$ cat config.mk
export PLATFORM = sky130hd
export DESIGN_NAME = div_seq
export DESIGN_NICKNAME = d
export VERILOG_FILES = /design/src/rtl/div_seq.sv
export SDC_FILE = /design/constraint.sdc
export NUM_CORES = 1
export LEC_CHECK = 0
export ABC_AREA = 1
export CAP_MARGIN = 25
export CORE_MARGIN = 10
export CORE_UTILIZATION = 45
export DETAILED_ROUTE_END_ITERATION = 10
export PLACE_DENSITY = 0.68
export SYNTH_ARGS = -nofsm -noshare
export SYNTH_HDL_FRONTEND = slang
export SYNTH_HIERARCHICAL = 1
export SYNTH_SLANG_ARGS = --single-unit
$ cat constraint.sdc
create_clock -name clk -period 2.6 [get_ports clk]
set_input_delay 0.26 -clock clk [delete_from_list [all_inputs] [get_ports clk]]
set_output_delay 0.26 -clock clk [all_outputs]
set_load 0.05 [all_outputs]
$ cat src/rtl/div_seq.sv
// Multi-cycle radix-2 restoring divider, signed/unsigned, RISC-V M corner-case results.
// Optional `DIV_EARLY_OUT_EN: skip iterations when the result is known at accept time.

module add_with_Cout #(
    parameter int W = 32
) (
    input  logic [W-1:0] OP_A,
    input  logic [W-1:0] OP_B,
    input  logic         Cin,
    output logic [W-1:0] Sum,
    output logic         Cout
);
    logic [W:0] w_full;

    assign w_full = {1'b0, OP_A} + {1'b0, OP_B} + {{W{1'b0}}, Cin};
    assign Sum    = w_full[W-1:0];
    assign Cout   = w_full[W];
endmodule

module div_seq #(
    parameter int DATA_LEN = 32
) (
    input  logic                clk,
    input  logic                rst,
    input  logic                flush,
    input  logic                in_valid,
    output logic                in_ready,
    input  logic                in_signed,
    input  logic [DATA_LEN-1:0] in_dividend,
    input  logic [DATA_LEN-1:0] in_divisor,
    output logic                out_valid,
    input  logic                out_ready,
    output logic [DATA_LEN-1:0] out_quotient,
    output logic [DATA_LEN-1:0] out_remainder,
    output logic                busy
);
    localparam int N     = DATA_LEN;
    localparam int CNT_W = $clog2(DATA_LEN) + 1;
    localparam logic [N-1:0] MIN_VAL = {1'b1, {(N-1){1'b0}}};

    typedef enum logic [1:0] {
        S_IDLE = 2'd0,
        S_CALC = 2'd1,
        S_FIX  = 2'd2,
        S_DONE = 2'd3
    } state_t;

    state_t           r_state;
    logic [CNT_W-1:0] r_cnt;
    logic [N-1:0]     r_rem;
    logic [N-1:0]     r_dvd;
    logic [N-1:0]     r_dvs;
    logic [N-1:0]     r_orig;
    logic             r_qsign;
    logic             r_rsign;
    logic             r_divz;
    logic             r_ovf;
    logic [N-1:0]     r_q;
    logic [N-1:0]     r_r;
    logic             r_in_ready;
    logic             r_out_valid;
    logic             r_busy;

    logic             w_dvd_neg;
    logic             w_dvs_neg;
    logic [N-1:0]     w_abs_dvd;
    logic [N-1:0]     w_abs_dvs;
    logic             w_divz;
    logic             w_ovf;
    logic [N:0]       w_shift;
    logic [N-1:0]     w_sum;
    logic             w_cout;
    logic             w_no_borrow;
    logic [N-1:0]     w_q_fix;
    logic [N-1:0]     w_r_fix;

    assign w_dvd_neg = in_signed & in_dividend[N-1];
    assign w_dvs_neg = in_signed & in_divisor[N-1];
    assign w_abs_dvd = w_dvd_neg ? -in_dividend : in_dividend;
    assign w_abs_dvs = w_dvs_neg ? -in_divisor  : in_divisor;
    assign w_divz    = (in_divisor == '0);
    assign w_ovf     = in_signed & (in_dividend == MIN_VAL) & (&in_divisor);

    // Inverted divisor with Cin=1 turns the adder into a subtractor; a set top bit
    // of the shifted remainder means it already exceeds any N-bit divisor.
    assign w_shift = {r_rem, r_dvd[N-1]};

    add_with_Cout #(.W(N)) u_add (
        .OP_A (w_shift[N-1:0]),
        .OP_B (~r_dvs),
        .Cin  (1'b1),
        .Sum  (w_sum),
        .Cout (w_cout)
    );

    assign w_no_borrow = w_shift[N] | w_cout;

    assign w_q_fix = r_divz ? '1
                   : r_ovf  ? MIN_VAL
                   : (r_qsign ? -r_dvd : r_dvd);
    assign w_r_fix = r_divz ? r_orig
                   : r_ovf  ? '0
                   : (r_rsign ? -r_rem : r_rem);

    always_ff @(posedge clk) begin
        if (rst) begin
            r_state     <= S_IDLE;
            r_cnt       <= '0;
            r_rem       <= '0;
            r_dvd       <= '0;
            r_dvs       <= '0;
            r_orig      <= '0;
            r_qsign     <= 1'b0;
            r_rsign     <= 1'b0;
            r_divz      <= 1'b0;
            r_ovf       <= 1'b0;
            r_q         <= '0;
            r_r         <= '0;
            r_in_ready  <= 1'b1;
            r_out_valid <= 1'b0;
            r_busy      <= 1'b0;
        end else if (flush) begin
            r_state     <= S_IDLE;
            r_in_ready  <= 1'b1;
            r_out_valid <= 1'b0;
            r_busy      <= 1'b0;
        end else begin
            case (r_state)
                S_IDLE: begin
                    if (in_valid && r_in_ready) begin
                        r_orig     <= in_dividend;
                        r_dvs      <= w_abs_dvs;
                        r_qsign    <= w_dvd_neg ^ w_dvs_neg;
                        r_rsign    <= w_dvd_neg;
                        r_divz     <= w_divz;
                        r_ovf      <= w_ovf;
                        r_cnt      <= '0;
                        r_in_ready <= 1'b0;
                        r_busy     <= 1'b1;
`ifdef DIV_EARLY_OUT_EN
                        if (w_divz || w_ovf || (w_abs_dvd < w_abs_dvs)) begin
                            r_rem   <= w_abs_dvd;
                            r_dvd   <= '0;
                            r_state <= S_FIX;
                        end else begin
                            r_rem   <= '0;
                            r_dvd   <= w_abs_dvd;
                            r_state <= S_CALC;
                        end
`else
                        r_rem   <= '0;
                        r_dvd   <= w_abs_dvd;
                        r_state <= S_CALC;
`endif
                    end
                end
                S_CALC: begin
                    r_rem <= w_no_borrow ? w_sum : w_shift[N-1:0];
                    r_dvd <= {r_dvd[N-2:0], w_no_borrow};
                    r_cnt <= r_cnt + CNT_W'(1);
                    if (r_cnt == CNT_W'(N-1)) begin
                        r_state <= S_FIX;
                    end
                end
                S_FIX: begin
                    r_q         <= w_q_fix;
                    r_r         <= w_r_fix;
                    r_out_valid <= 1'b1;
                    r_state     <= S_DONE;
                end
                S_DONE: begin
                    if (out_ready) begin
                        r_out_valid <= 1'b0;
                        r_in_ready  <= 1'b1;
                        r_busy      <= 1'b0;
                        r_state     <= S_IDLE;
                    end
                end
                default: begin
                    r_state     <= S_IDLE;
                    r_in_ready  <= 1'b1;
                    r_out_valid <= 1'b0;
                    r_busy      <= 1'b0;
                end
            endcase
        end
    end

    assign in_ready      = r_in_ready;
    assign out_valid     = r_out_valid;
    assign busy          = r_busy;
    assign out_quotient  = r_q;
    assign out_remainder = r_r;
endmodule
# Word-level counts from Yosys, hierarchy flattened
# Index checks and enable logic that the tools add are counted.
# totals
ff_bits	207
in_bits	70
out_inout_bits	67
wordCells	78
# classes
add_sub_neg	7
n_eq_ne	8
muxes	26
n_bitwise	8
reduce_logical	14
# op_table
operator	n
$mux W32	11
$neg A32 Y32	4
$pmux W32 S2	2
$add A32 B32 Y33	1
$add A33 B1 Y33 const B	1
$eq A32 B32 Y1 const B	1
$logic_not A32 Y1	1
$not A32 Y32	1
$reduce_and A32 Y1	1
$pmux W6 S2	1
$reduce_and A3 Y1	4
$pmux W2 S4	1
$add A6 B1 Y6 const B	1
$eq A6 B5 Y1 const B	1
$mux W2	3
$mux W6	1
$ne A2 B2 Y1 const B	3
$pmux W1 S2	3
$reduce_bool A2 Y1	3
$and A1 B1 Y1	4
$eq A2 B2 Y1 const B	2
$mux W1	4
$reduce_and A2 Y1	2
$eq A2 B1 Y1 const B	1
6 further kinds	6

# Longest topological paths before layout
# logic_depth
word_depth	6
mapped_depth	17
depth_no_buf	16

# Hierarchy
# Netlist, hierarchy kept.
# by_module_without_submodules
module	n_inst	cells_each	area_per_inst_um2
div_seq	1	1905	12364.4
add_with_Cout	1	502	2401.1

# Worst setup path after synthesis
# No wires, ideal clock.
# synth_path
path_kind	flip-flop to flip-flop
from	register r_dvd[31]
to	register r_rem[10]
setup_time_ps	132
arrival_time_ps	2697
t_required_ps	2468
slack_ps	-230
stages_incl_launch_ff	16
path_buffers	1
cell_sequence	dfxtp_1 -> fa_1 -> fa_1 -> nand3_1 -> nand3_2 -> nand2_1 -> nand2_2 -> nand3_1 -> nand3_1 -> nand2_1 -> nand2_1 -> nor2_2 -> buf_2 -> mux2_2 -> nand2_1 -> a21oi_1
# synth_between
elab_chain_len	5
# synth_rtl
item	line	rtl
start: declaration	51	logic [N-1:0] r_dvd;
start signal: assignment	152	r_dvd <= w_abs_dvd;
start signal: assignment	159	r_dvd <= {r_dvd[N-2:0], w_no_borrow};
$add A32 B32 Y33	15	assign w_full = {1'b0, OP_A} + {1'b0, OP_B} + {{W{1'b0}}, Cin};
$add A33 B1 Y33	15	
via w_cout	72	logic w_cout;
$or A1 B1 Y1	96	assign w_no_borrow = w_shift[N] | w_cout;
$mux W32	158	r_rem <= w_no_borrow ? w_sum : w_shift[N-1:0];
$pmux W32 S2	128	case (r_state)
end signal: assignment	158	
end: declaration	50	logic [N-1:0] r_rem;
# The timed path passes the listed nets, and every way through them passes these cells.
# A chain may end at the register's enable or synchronous reset.

# Worst setup path in the final report
# layout_path
from	register r_dvs[0]
to	register r_rem[26]
# layout_between
elab_chain_len	6
# layout_rtl
item	line	rtl
start: declaration	52	logic [N-1:0] r_dvs;
start signal: assignment	132	r_dvs <= w_abs_dvs;
$not A32 Y32	90	.OP_B (~r_dvs),
$add A32 B32 Y33	15	
$add A33 B1 Y33	15	
via w_cout	72	
$or A1 B1 Y1	96	
$mux W32	158	
$pmux W32 S2	128	
# The timed path passes the listed nets, and every way through them passes these cells.

==> out/qor.yml <==
run_status:
  outcome: "finished, violations left"
  violations: "negative setup slack"
critical_path:
  end_kind: "flip-flop"
  path_class: "reg -> reg"
  path_max_fanout: 13
  critPathLaunchType: "flip-flop"
  cp.arrival_ps: 3080
  cp.required_ps: 2980
  ff2ff_path_depth: 16
route:
  drc: 0
  ant_nets: 0
  via_count: 16200
  first_iter_violations: 1288
  drt-vias-per-instance: 5.38
  wl_per_cell_um: 16.9
  first_pass_iters: 6
  postRouteWirelength_um: 51000
layout:
  final_area_um2: 17900
  layout-drive-gt1-share_pct: 9.64
  post-route-util_pct: 55.2
  nFillCells: 3266
  layout_commonest_cell: "nand2_1"
  multiInputGateArea_um2: 9070
  seqCellArea_um2: 4150
  num_antenna_cells: 0
  areaGrowthSynthToFinish_pct: 21.3
  final_cell_mix: "591 x nand2_1, 321 x inv_1, 273 x a21oi_1, 206 x dfxtp_1, 203 x o21ai_0"
  nets: 2670
sta:
  drv_slew: 0
  final.setup.worst_slack_ps: -96.4
  rsz0062_at_grt: "yes"
  tightestPinTransition_ps: 900
  finalCritPeriodShare_pct: 104
  setup_viol_count_final: 32
  fmax_mhz: 371
  maxSlewHeadroom_pct: 40.0
  holdWs_ps: 87.1
  hold_viol: 0
  skew_ps: 16.5
  finalCriticalPeriod_ps: 2700
placement:
  gp_congestion: 0.997
  dpl_cell_area_um2: 17000
  port-buffer-count: 136
  dp_hpwl_um: 39700
cts:
  cts_root_buffer: "clkbuf_16"
  cts_tree: "yes"
  cts_buffers: 24
  cts_max_path_buffers: 3
  clock-sinks: 207
  clock_latency_ps: 530
  cts.htree.levels: 1
  cts.clk_slew.worst_paths_ps: 60
floorplan:
  fp-row-count: 66
  die_h_um: 201
  core_um2: 32500
  initial_utilization_pct: 45.5
  die_area_um2: 40500
  io_pins: 137
  die_w_um: 201
synth:
  synth_ff_type: "dfxtp_1"
  syn_nets: 2520
  ys_seq_area_share_pct: 28.1
  synth-edff-count: 0
  synthMuxAreaShare_pct: 2.44
  synth-async-reset-ratio_pct: 0
  synth-xor-area-share_pct: 2.37
  ys_seq_elements: 207
  syn_inst: 2407
  synth_top_family_by_area: "simple AND/OR/NAND/NOR gates"
  synth_compound_area_share_pct: 18.8
  synthSimpleGateAreaFrac_pct: 33.2
  ys_warn_count: 6
  ys_types: 54
  synth_area_um2: 14800
  synthAdderAreaFrac_pct: 3.75
  synth_area_per_cell_um2: 6.13
pwr:
  powerDensity_nw_per_um2: 522
  vdd_ir_drop_max_mv: 0.397
  power_leakage_uw: 0.00864
  finalPower_uw: 9340
run:
  max-cap-violations: 0
global_route:
  antenna_found_initial: 0
  grt_pass1_vias: 15300
  grt_max_degree: 108
  grt_overflow: 0
  grt_pass1_wl_um: 81200
  grt.total_usage_pct: 24.2
worst_hold_path:
  holdPathStages: 4
  hp-class: "in -> reg"
final cells by class:
| cell class | count | area share [%] |
|---|---|---|
| Inverter | 336 | 7.04 |
| Sequential cell | 207 | 23.1 |
| Clock inverter | 5 | 0.279 |
| Tap cell | 442 | 3.09 |
| Timing Repair Buffer | 222 | 11.7 |
| Multi-Input combinational cell | 1766 | 50.6 |
| Clock buffer | 36 | 4.11 |
state kept, by name, indices dropped and copies added, names as in the netlist:
name and count:
out_quotient 32, out_valid 1, busy 1, r_dvd 32
r_qsign 1, r_rem 32, r_orig 32, r_divz 1
r_state 2, r_ovf 1, in_ready 1, out_remainder 32
r_cnt 6, r_dvs 32, r_rsign 1
stage by stage:
| stage | instances | setup slack (ps) | TNS (ps) |
|---|---|---|---|
| floorplan | 2407 | -8.85 | -242 |
| global placement | 2968 | -34.6 | -912 |
| detailed placement | 2968 | -98.5 | -2460 |
| CTS | 3013 | -81.5 | -1920 |
| global route | 3014 | -274 | -7630 |
| finish | 3014 | -96.4 | -2180 |
logic make-up after synthesis:
group,Yosys count
xor+xnor,40
compound gates,527
buf+inv,434
flops,207
other cells,1
simple gates,1123
mux,32
fa+ha+maj,43
metal layers:
metal | part of all wire (%) | GRT usage (%) | vias to the layer above
met5 | 0 | 0 | -
met4 | 3.1 | 7.63 | 0
met3 | 6.2 | 2.91 | 83
met2 | 46 | 40.3 | 557
met1 | 45 | 31.8 | 7441
li1 | - | - | 8133
where the power goes:
part	total, µW	leakage, µW	switching [µW]	internal [µW]
combinational	2410	0.00656	1600	819
clock	3430	0.000393	1390	2040
sequential	3500	0.00169	134	3370
synthesized netlist by cell type, types with 10 or more instances:
cell,instances,share of area (%)
inv_1,323,8.2
nand4_1,36,1.5
nor2_2,17,0.72
nand2_2,15,0.64
inv_2,10,0.25
buf_2,31,1.1
ha_1,41,3.5
dfxtp_1,207,28
nand3b_1,10,0.51
xor2_1,38,2.3
nor3_1,21,0.71
nand2_1,596,15
mux2_2,32,2.4
o211ai_1,15,0.76
nand3_1,187,6.3
a21oi_1,274,9.3
o21ai_0,203,6.9
clkbuf_1,61,1.6
nor2_1,202,5.1
worst max-delay path, cell delays in order, from the launching register on:
cell	delay, ps
dfxtp_2	320
inv_2	40
fa_2	370
fa_2	380
nand3_2	80
nand3_2	80
nand2_2	80
nand2_2	60
nand3_2	80
nand3_2	90
nand2_2	80
nand2_2	60
nor2_4	170
buf_12	190
mux2_2	340
nand2_1	50
a21oi_1	60
path summary, 6_finish.rpt:
check                        start                      to  slack, ps
max reg2reg  r_dvs[0]$_SDFFE_PP0P_  r_rem[26]$_SDFFE_PP0P_       -100
max          r_dvs[0]$_SDFFE_PP0P_  r_rem[26]$_SDFFE_PP0P_       -100
min                            rst  r_dvd[30]$_SDFFE_PP0P_         90
min reg2reg      busy$_SDFFE_PP0P_       busy$_SDFFE_PP0P_        480
timing repair:
action,4_1_cts,5_1_grt
endpoints found under the setup margin,32,33
setup buffers,4,1
pin swaps,2,0
resized for setup,12,15
hold buffers,0,0
Note: power is estimated with default switching activity, not from simulation.
==> variant 1 (same settings) <==
Add a define of `DIV_EARLY_OUT_EN`.
--- a/src/rtl/div_seq.sv
+++ b/src/rtl/div_seq.sv
@@ -1,4 +1,6 @@
 // Multi-cycle radix-2 restoring divider, signed/unsigned, RISC-V M corner-case results.
 // Optional `DIV_EARLY_OUT_EN: skip iterations when the result is known at accept time.
+
+`define DIV_EARLY_OUT_EN
 
 module add_with_Cout #(
Formal check against the unedited RTL: not equivalent (Yosys sat finds a counterexample within 4 cycles, from zero or initial values and one cycle with rst high).
==> variant 1 against the original RTL <==
The flow still finishes with violations (negative setup slack); sequential share of layout area fell by 5.2 points; setup slack got worse by 0.038 ns; synthesized area rose by 5.7%; utilization rose by 12 points; wire length rose by 31%; sequential cell count did not move; design area rose by 29%; non-clock buffer count rose by 370.
Power is not compared: it rests on default switching activity, and its combinational part moved more than twofold at a synthesized area within 25%.
==> variant 1: results (changes against the original RTL) <==
Critical path
  – Arrival time worst endpoint: 3.20 ns (was 3.08 ns)
  – CP max-delay cell: fa_2 (unchanged)
  – Crit-path max cell delay: between 0.3 and 0.4 ns
  – Worst Path Max Fanout: 8 (was 13)

Global routing
  – Vias in the first global route: 17710 (was 15310)
  – Initial antenna violation count: 0 (unchanged)
  – GRT Total Usage: 0.2961 (was 0.2418)
  – First-pass GRT wire length: 98880 um (was 81190 um)
  – Largest net degree at the start of global routing: 103 (was 108)

Clocking
  – Later-pin clock latency in the skew report: 0.54 ns
  – Max H-tree Level: 1 (unchanged)
  – Max Buffers Root-to-Sink: 3 (unchanged)
  – CTS Buf Count: 24 (unchanged)
  – Post-CTS Hold Buffers: 0 (unchanged)

STA
  – # setup viols final: 45 (was 32)
  – Worst Clk Skew: 0.02341 ns (was 0.01648 ns)
  – Headroom to the max-slew limit: 0.5618 (was 0.4003)
  – Setup ws final: -0.1348 ns (was -0.09635 ns)
  – Sum Neg Setup Slack: -2.633 ns (was -2.184 ns)

Cells and area
  – Fillcell total: 3050 (was 3266)
  – Ant diodes: 0 (unchanged)
  – Final nets: 3221 (was 2670)
  – Layout cells sized above 1: 0.2838 (was 0.09642)

Synth
  – Mux contribution to synthesized area: 0.001282 (was 0.02440)
  – Adder-Cell Fraction of Synth Area: 0.06028 (was 0.03745)
  – Primary FF master, synth: dfxtp_1 (unchanged)
  – Post-Syn Area per Cell: 6.076 um^2 (was 6.134 um^2)
  – Most frequent cells after synthesis: 529 x nand2_1, 354 x inv_1, 336 x a21oi_1 (was 596 x nand2_1, 323 x inv_1, 274 x a21oi_1)
  – Synth unique cells: 54 (unchanged)
  – Post-synth ARST share: 0 (unchanged)
  – Compound-Gate Fraction of Synth Area: 0.2214 (was 0.1877)
  – Synth top area cells: dfxtp_1 27%, nand2_1 13%, a21oi_1 11% (was dfxtp_1 28%, nand2_1 15%, a21oi_1 9.3%)
  – Post-synth net total: 2713 (was 2520)
  – Yosys warns: 6 (unchanged)
  – Sequential element share of the synthesized area: 0.2655 (was 0.2807)
  – Post-synthesis xor/xnor area fraction: 0.03751 (was 0.02373)

Routing
  – DR WL/cell: 18.85 um (was 16.92 um)
  – Number of remaining DRC errors: 0 (unchanged)
  – Vias/cell: 5.435 (was 5.380)
  – Drt pass-1 iters: 6 (unchanged)
  – Post-Route WL: 66900 um (was 50990 um)
  – Initial drt markers: 2020 (was 1288)

Outcome
  – Failing checks: negative setup slack (unchanged)
  – Status: finished, violations left (unchanged)

Worst hold path
  – Hold Crit Class: input pin to register (unchanged)

Pwr
  – Clock power frac: 0.218
  – P_int: 8.908 mW
  – Sequential power: slightly below 4 mW
  – Pleak: between 10 and 15 nW
  – VDD IR max: ~0.45 mV
  – Clk pwr: 3.46 mW

Placement
  – Placement Setup Slack: -0.9293 ns (was -0.09851 ns)
  – DP Wirelength: 51240 um (was 39660 um)
  – Placed cells: 3435 (was 2968)
  – Number of port buffers: 136 (unchanged)
  – RePlAce Congestion: 1.012 (was 0.9968)
  – Post-DP Area: 0.02018 mm^2 (was 0.01699 mm^2)
[variant 1: changes by cell type after synthesis, moves of 7 or more]
cell / before / now
nand3_1: 187 / 170
nand2_1: 596 / 529
nor2_1: 202 / 248
o21ai_0: 203 / 286
nor3_1: 21 / 28
nand4_1: 36 / 25
mux2_2: 32 / 0
buf_2: 31 / 7
a21oi_1: 274 / 336
ha_1: 41 / 72
clkbuf_1: 61 / 91
xor2_1: 38 / 64
inv_1: 323 / 354
[variant 1: routing by layer]
metal	up-vias	global-route usage	routed length, um
li1	9392	-	-
met1	8886	0.3772	26940
met2	821	0.4943	31270
met3	189	0.03292	5255
met4	0	0.1327	3429
met5	-	0	0
[variant 1: worst paths after layout]
check | from | end | slack, ns | depth (start not counted)
setup / recovery | r_dvd[31] | r_rem[0] | -0.13 | 18
hold reg to reg | busy | busy | 0.47 | 2
hold / removal | in_divisor[0] | r_dvs[0] | 0.13 | 4
setup reg to reg | r_dvd[31] | r_rem[0] | -0.13 | 18
[variant 1: area by class of cell]
class	instances	area, um^2	area share
multi-input cells	1884	11050	0.4778
clock inverters	14	150.1	0.006493
well taps	455	569.3	0.02462
flip-flops and latches	207	4146	0.1793
repair buffers	592	5142	0.2224
inverters	368	1418	0.06131
clock buffers	29	649.4	0.02808
[variant 1: worst max-delay path, delay by kind of cell, from the launching register on]
kind | cells | cell delay, ns
AND/OR/NAND/NOR | 10 | 0.91
adder cells (fa/ha/maj) | 2 | 0.74
buffers and inverters | 3 | 0.38
flip-flops | 1 | 0.34
AO/OA/AOI/OAI | 3 | 0.29
[variant 1: timing repair]
action	4_1_cts	5_1_grt
pin swaps	71	124
gates cloned	3	8
endpoints found under the setup margin	66	67
buffers inserted	29	32
gates resized for setup	216	325
==> variant 2 (same settings) <==
Without the edit above. Add an input register stage for `in_dividend` and `in_divisor`, cleared by the reset; this delays them by one clock. The other inputs are not delayed to match.
--- a/src/rtl/div_seq.sv
+++ b/src/rtl/div_seq.sv
@@ -46,4 +46,17 @@
     } state_t;
 
+    logic [DATA_LEN-1:0] in_dividend_q;
+    logic [DATA_LEN-1:0] in_divisor_q;
+
+    always_ff @(posedge clk) begin
+        if (rst) begin
+            in_dividend_q <= '0;
+            in_divisor_q  <= '0;
+        end else begin
+            in_dividend_q <= in_dividend;
+            in_divisor_q  <= in_divisor;
+        end
+    end
+
     state_t           r_state;
     logic [CNT_W-1:0] r_cnt;
@@ -75,10 +88,10 @@
     logic [N-1:0]     w_r_fix;
 
-    assign w_dvd_neg = in_signed & in_dividend[N-1];
-    assign w_dvs_neg = in_signed & in_divisor[N-1];
-    assign w_abs_dvd = w_dvd_neg ? -in_dividend : in_dividend;
-    assign w_abs_dvs = w_dvs_neg ? -in_divisor  : in_divisor;
-    assign w_divz    = (in_divisor == '0);
-    assign w_ovf     = in_signed & (in_dividend == MIN_VAL) & (&in_divisor);
+    assign w_dvd_neg = in_signed & in_dividend_q[N-1];
+    assign w_dvs_neg = in_signed & in_divisor_q[N-1];
+    assign w_abs_dvd = w_dvd_neg ? -in_dividend_q : in_dividend_q;
+    assign w_abs_dvs = w_dvs_neg ? -in_divisor_q : in_divisor_q;
+    assign w_divz    = (in_divisor_q == '0);
+    assign w_ovf     = in_signed & (in_dividend_q == MIN_VAL) & (&in_divisor_q);
 
     // Inverted divisor with Cin=1 turns the adder into a subtractor; a set top bit
@@ -129,5 +142,5 @@
                 S_IDLE: begin
                     if (in_valid && r_in_ready) begin
-                        r_orig     <= in_dividend;
+                        r_orig     <= in_dividend_q;
                         r_dvs      <= w_abs_dvs;
                         r_qsign    <= w_dvd_neg ^ w_dvs_neg;
Formal check against the unedited RTL: no difference found for any inputs over 10 cycles, from zero or initial values and one cycle with rst high; that may be too few to reach the edited logic, so the function may still have changed.
==> variant 2 against the original RTL <==
The run still ends with negative setup slack left; first-iteration DRC count increased by 34%; wire length up 10%; fmax is 2.0% lower; setup slack worse by 0.055 ns; power rose by 21%; die area rose by 8.6%; sequential cell count increased by 64; clock skew is 0.0080 ns lower; synthesized cell count is 6.6% higher; critical path depth grew 1; synthesized area is 9.5% higher; global-route usage is 0.10 points lower; design area grew 10%; highest routed layer unchanged.
==> variant 2: results (changes against the original RTL) <==
Outcome
  – Failing checks: negative setup slack (unchanged)
  – Status: finished, violations left (unchanged)

Synth
  – Synth top area cells: dfxtp_1 34%, nand2_1 14%, inv_1 8.7% (was dfxtp_1 28%, nand2_1 15%, a21oi_1 9.3%)
  – Count of flip-flops with a built-in enable after synthesis: 0 (unchanged)
  – Post-Syn Area per Cell: 6.306 um^2 (was 6.134 um^2)
  – Most frequent cells after synthesis: 605 x nand2_1, 375 x inv_1, 305 x nor2_1 (was 596 x nand2_1, 323 x inv_1, 274 x a21oi_1)
  – Primary FF master, synth: dfxtp_1 (unchanged)
  – Yosys warns: 6 (unchanged)
  – Post-synth net total: 2678 (was 2520)
  – Sequential element share of the synthesized area: 0.3354 (was 0.2807)
  – Synth unique cells: 45 (was 54)

Placement
  – RePlAce Congestion: 1.005 (was 0.9968)
  – DP Wirelength: 43260 um (was 39660 um)
  – Post-DP Area: 0.01847 mm^2 (was 0.01699 mm^2)
  – Placement Setup Slack: -0.1130 ns (was -0.09851 ns)
  – Number of port buffers: 136 (unchanged)

Global routing
  – Met1 global-route usage: 0.3570 (was 0.3185)
  – M3 GR Usage: 0.03890 (was 0.02908)
  – Largest net degree at the start of global routing: 107 (was 108)
  – GRT Total Usage: 0.2407 (was 0.2418)
  – First-pass GRT wire length: 86560 um (was 81190 um)
  – M2 GR Usage: 0.3549 (was 0.4032)
  – Vias in the first global route: 15480 (was 15310)

Cells and area
  – Fin cells: 3213 (was 3014)
  – Layout cells sized above 1: 0.09084 (was 0.09642)
  – Final nets: 2844 (was 2670)
  – Fillcell total: 3536 (was 3266)

Clocking
  – Max H-tree Level: 1 (unchanged)
  – Max Buffers Root-to-Sink: 3 (unchanged)
  – CTS Buf Count: 30 (was 24)
  – Later-pin clock latency in the skew report: 0.58 ns (was 0.53 ns)

Pwr
  – VDD IR max: 0.5143 mV (was 0.3967 mV)
  – Pleak: 9.531 nW (was 8.636 nW)

Critical path
  – Delay-heaviest family, CP: simple AND/OR/NAND/NOR gates (unchanged)
  – CP max-delay cell: fa_2 (unchanged)
  – Crit-path max cell delay: 0.40 ns (was 0.38 ns)
  – Worst Path Max Fanout: 5 (was 13)

Routing
  – M1 WL: 26550 um (was 23020 um)
  – WL met2: 23420 um (was 23230 um)
  – DR WL/cell: 17.48 um (was 16.92 um)
  – Vias/cell: 5.345 (was 5.380)
  – Initial drt markers: 1723 (was 1288)
  – Max Used Layer: met4 (unchanged)
  – Drt pass-1 iters: 7 (was 6)
  – Metal3 WL: 5125 um (was 3137 um)

STA
  – Headroom to the max-slew limit: 0.5545 (was 0.4003)
  – Worst Clk Skew: 0.008506 ns (was 0.01648 ns)
  – Sum Neg Setup Slack: -3.169 ns (was -2.184 ns)
  – Setup ws final: -0.1513 ns (was -0.09635 ns)
  – # setup viols final: 30 (was 32)

Worst hold path
  – Hold Crit Class: input pin to register (unchanged)
[variant 2: cell types whose count changed after synthesis, sizes merged, moves of 8 or more]
cell    delta
o22ai     +21
a21oi     -38
o211ai     -8
inv       +48
o21ai     -36
clkbuf    +19
dfxtp     +64
a31oi     +17
buf       -19
nor2      +86
[variant 2: kinds of logic after synthesis]
logic type | after synthesis | share of synthesized area
flip-flops | 271 | 0.3354
adder cells (fa/ha/maj) | 43 | 0.03419
XOR/XNOR | 45 | 0.02437
multiplexers | 32 | 0.02228
buffers and inverters | 481 | 0.1123
AO/OA/AOI/OAI | 477 | 0.1556
other | 1 | 0.0002318
AND/OR/NAND/NOR | 1215 | 0.3156
[variant 2: what timing repair did]
item / CTS / global route
pin swaps: 0 / 8
hold buffers: 0 / 0
endpoints found under the hold margin: 0 / 0
gates cloned: 0 / 3
setup endpoints to repair: 32 / 33
setup buffers: 0 / 7
gates resized for setup: 2 / 50
[variant 2: final timing paths]
| check | startpoint | end | slack (ns) | cells past startpoint |
|---|---|---|---|---|
| setup / recovery | r_dvs[0] | r_rem[4] | -0.15 | 17 |
| hold / removal | in_dividend[31] | in_dividend_q[31] | 0.19 | 3 |
| setup reg to reg | r_dvs[0] | r_rem[4] | -0.15 | 17 |
| hold reg to reg | busy | busy | 0.47 | 2 |
[variant 2: where the power goes]
group	internal [mW]	switching, mW	total, mW
logic	0.809	1.55	2.36
clock network	2.61	1.75	4.35
registers	4.38	0.184	4.56
[variant 2: final cells by class]
class | count | area (um^2) | share of cell area
Timing Repair Buffer | 232 | 2196 | 0.1110
Clock inverter | 9 | 126.4 | 0.006390
Multi-Input combinational cell | 1813 | 9138 | 0.4621
Inverter | 383 | 1438 | 0.07270
Tap cell | 461 | 576.8 | 0.02917
Sequential cell | 271 | 5426 | 0.2744
Clock buffer | 44 | 874.6 | 0.04423
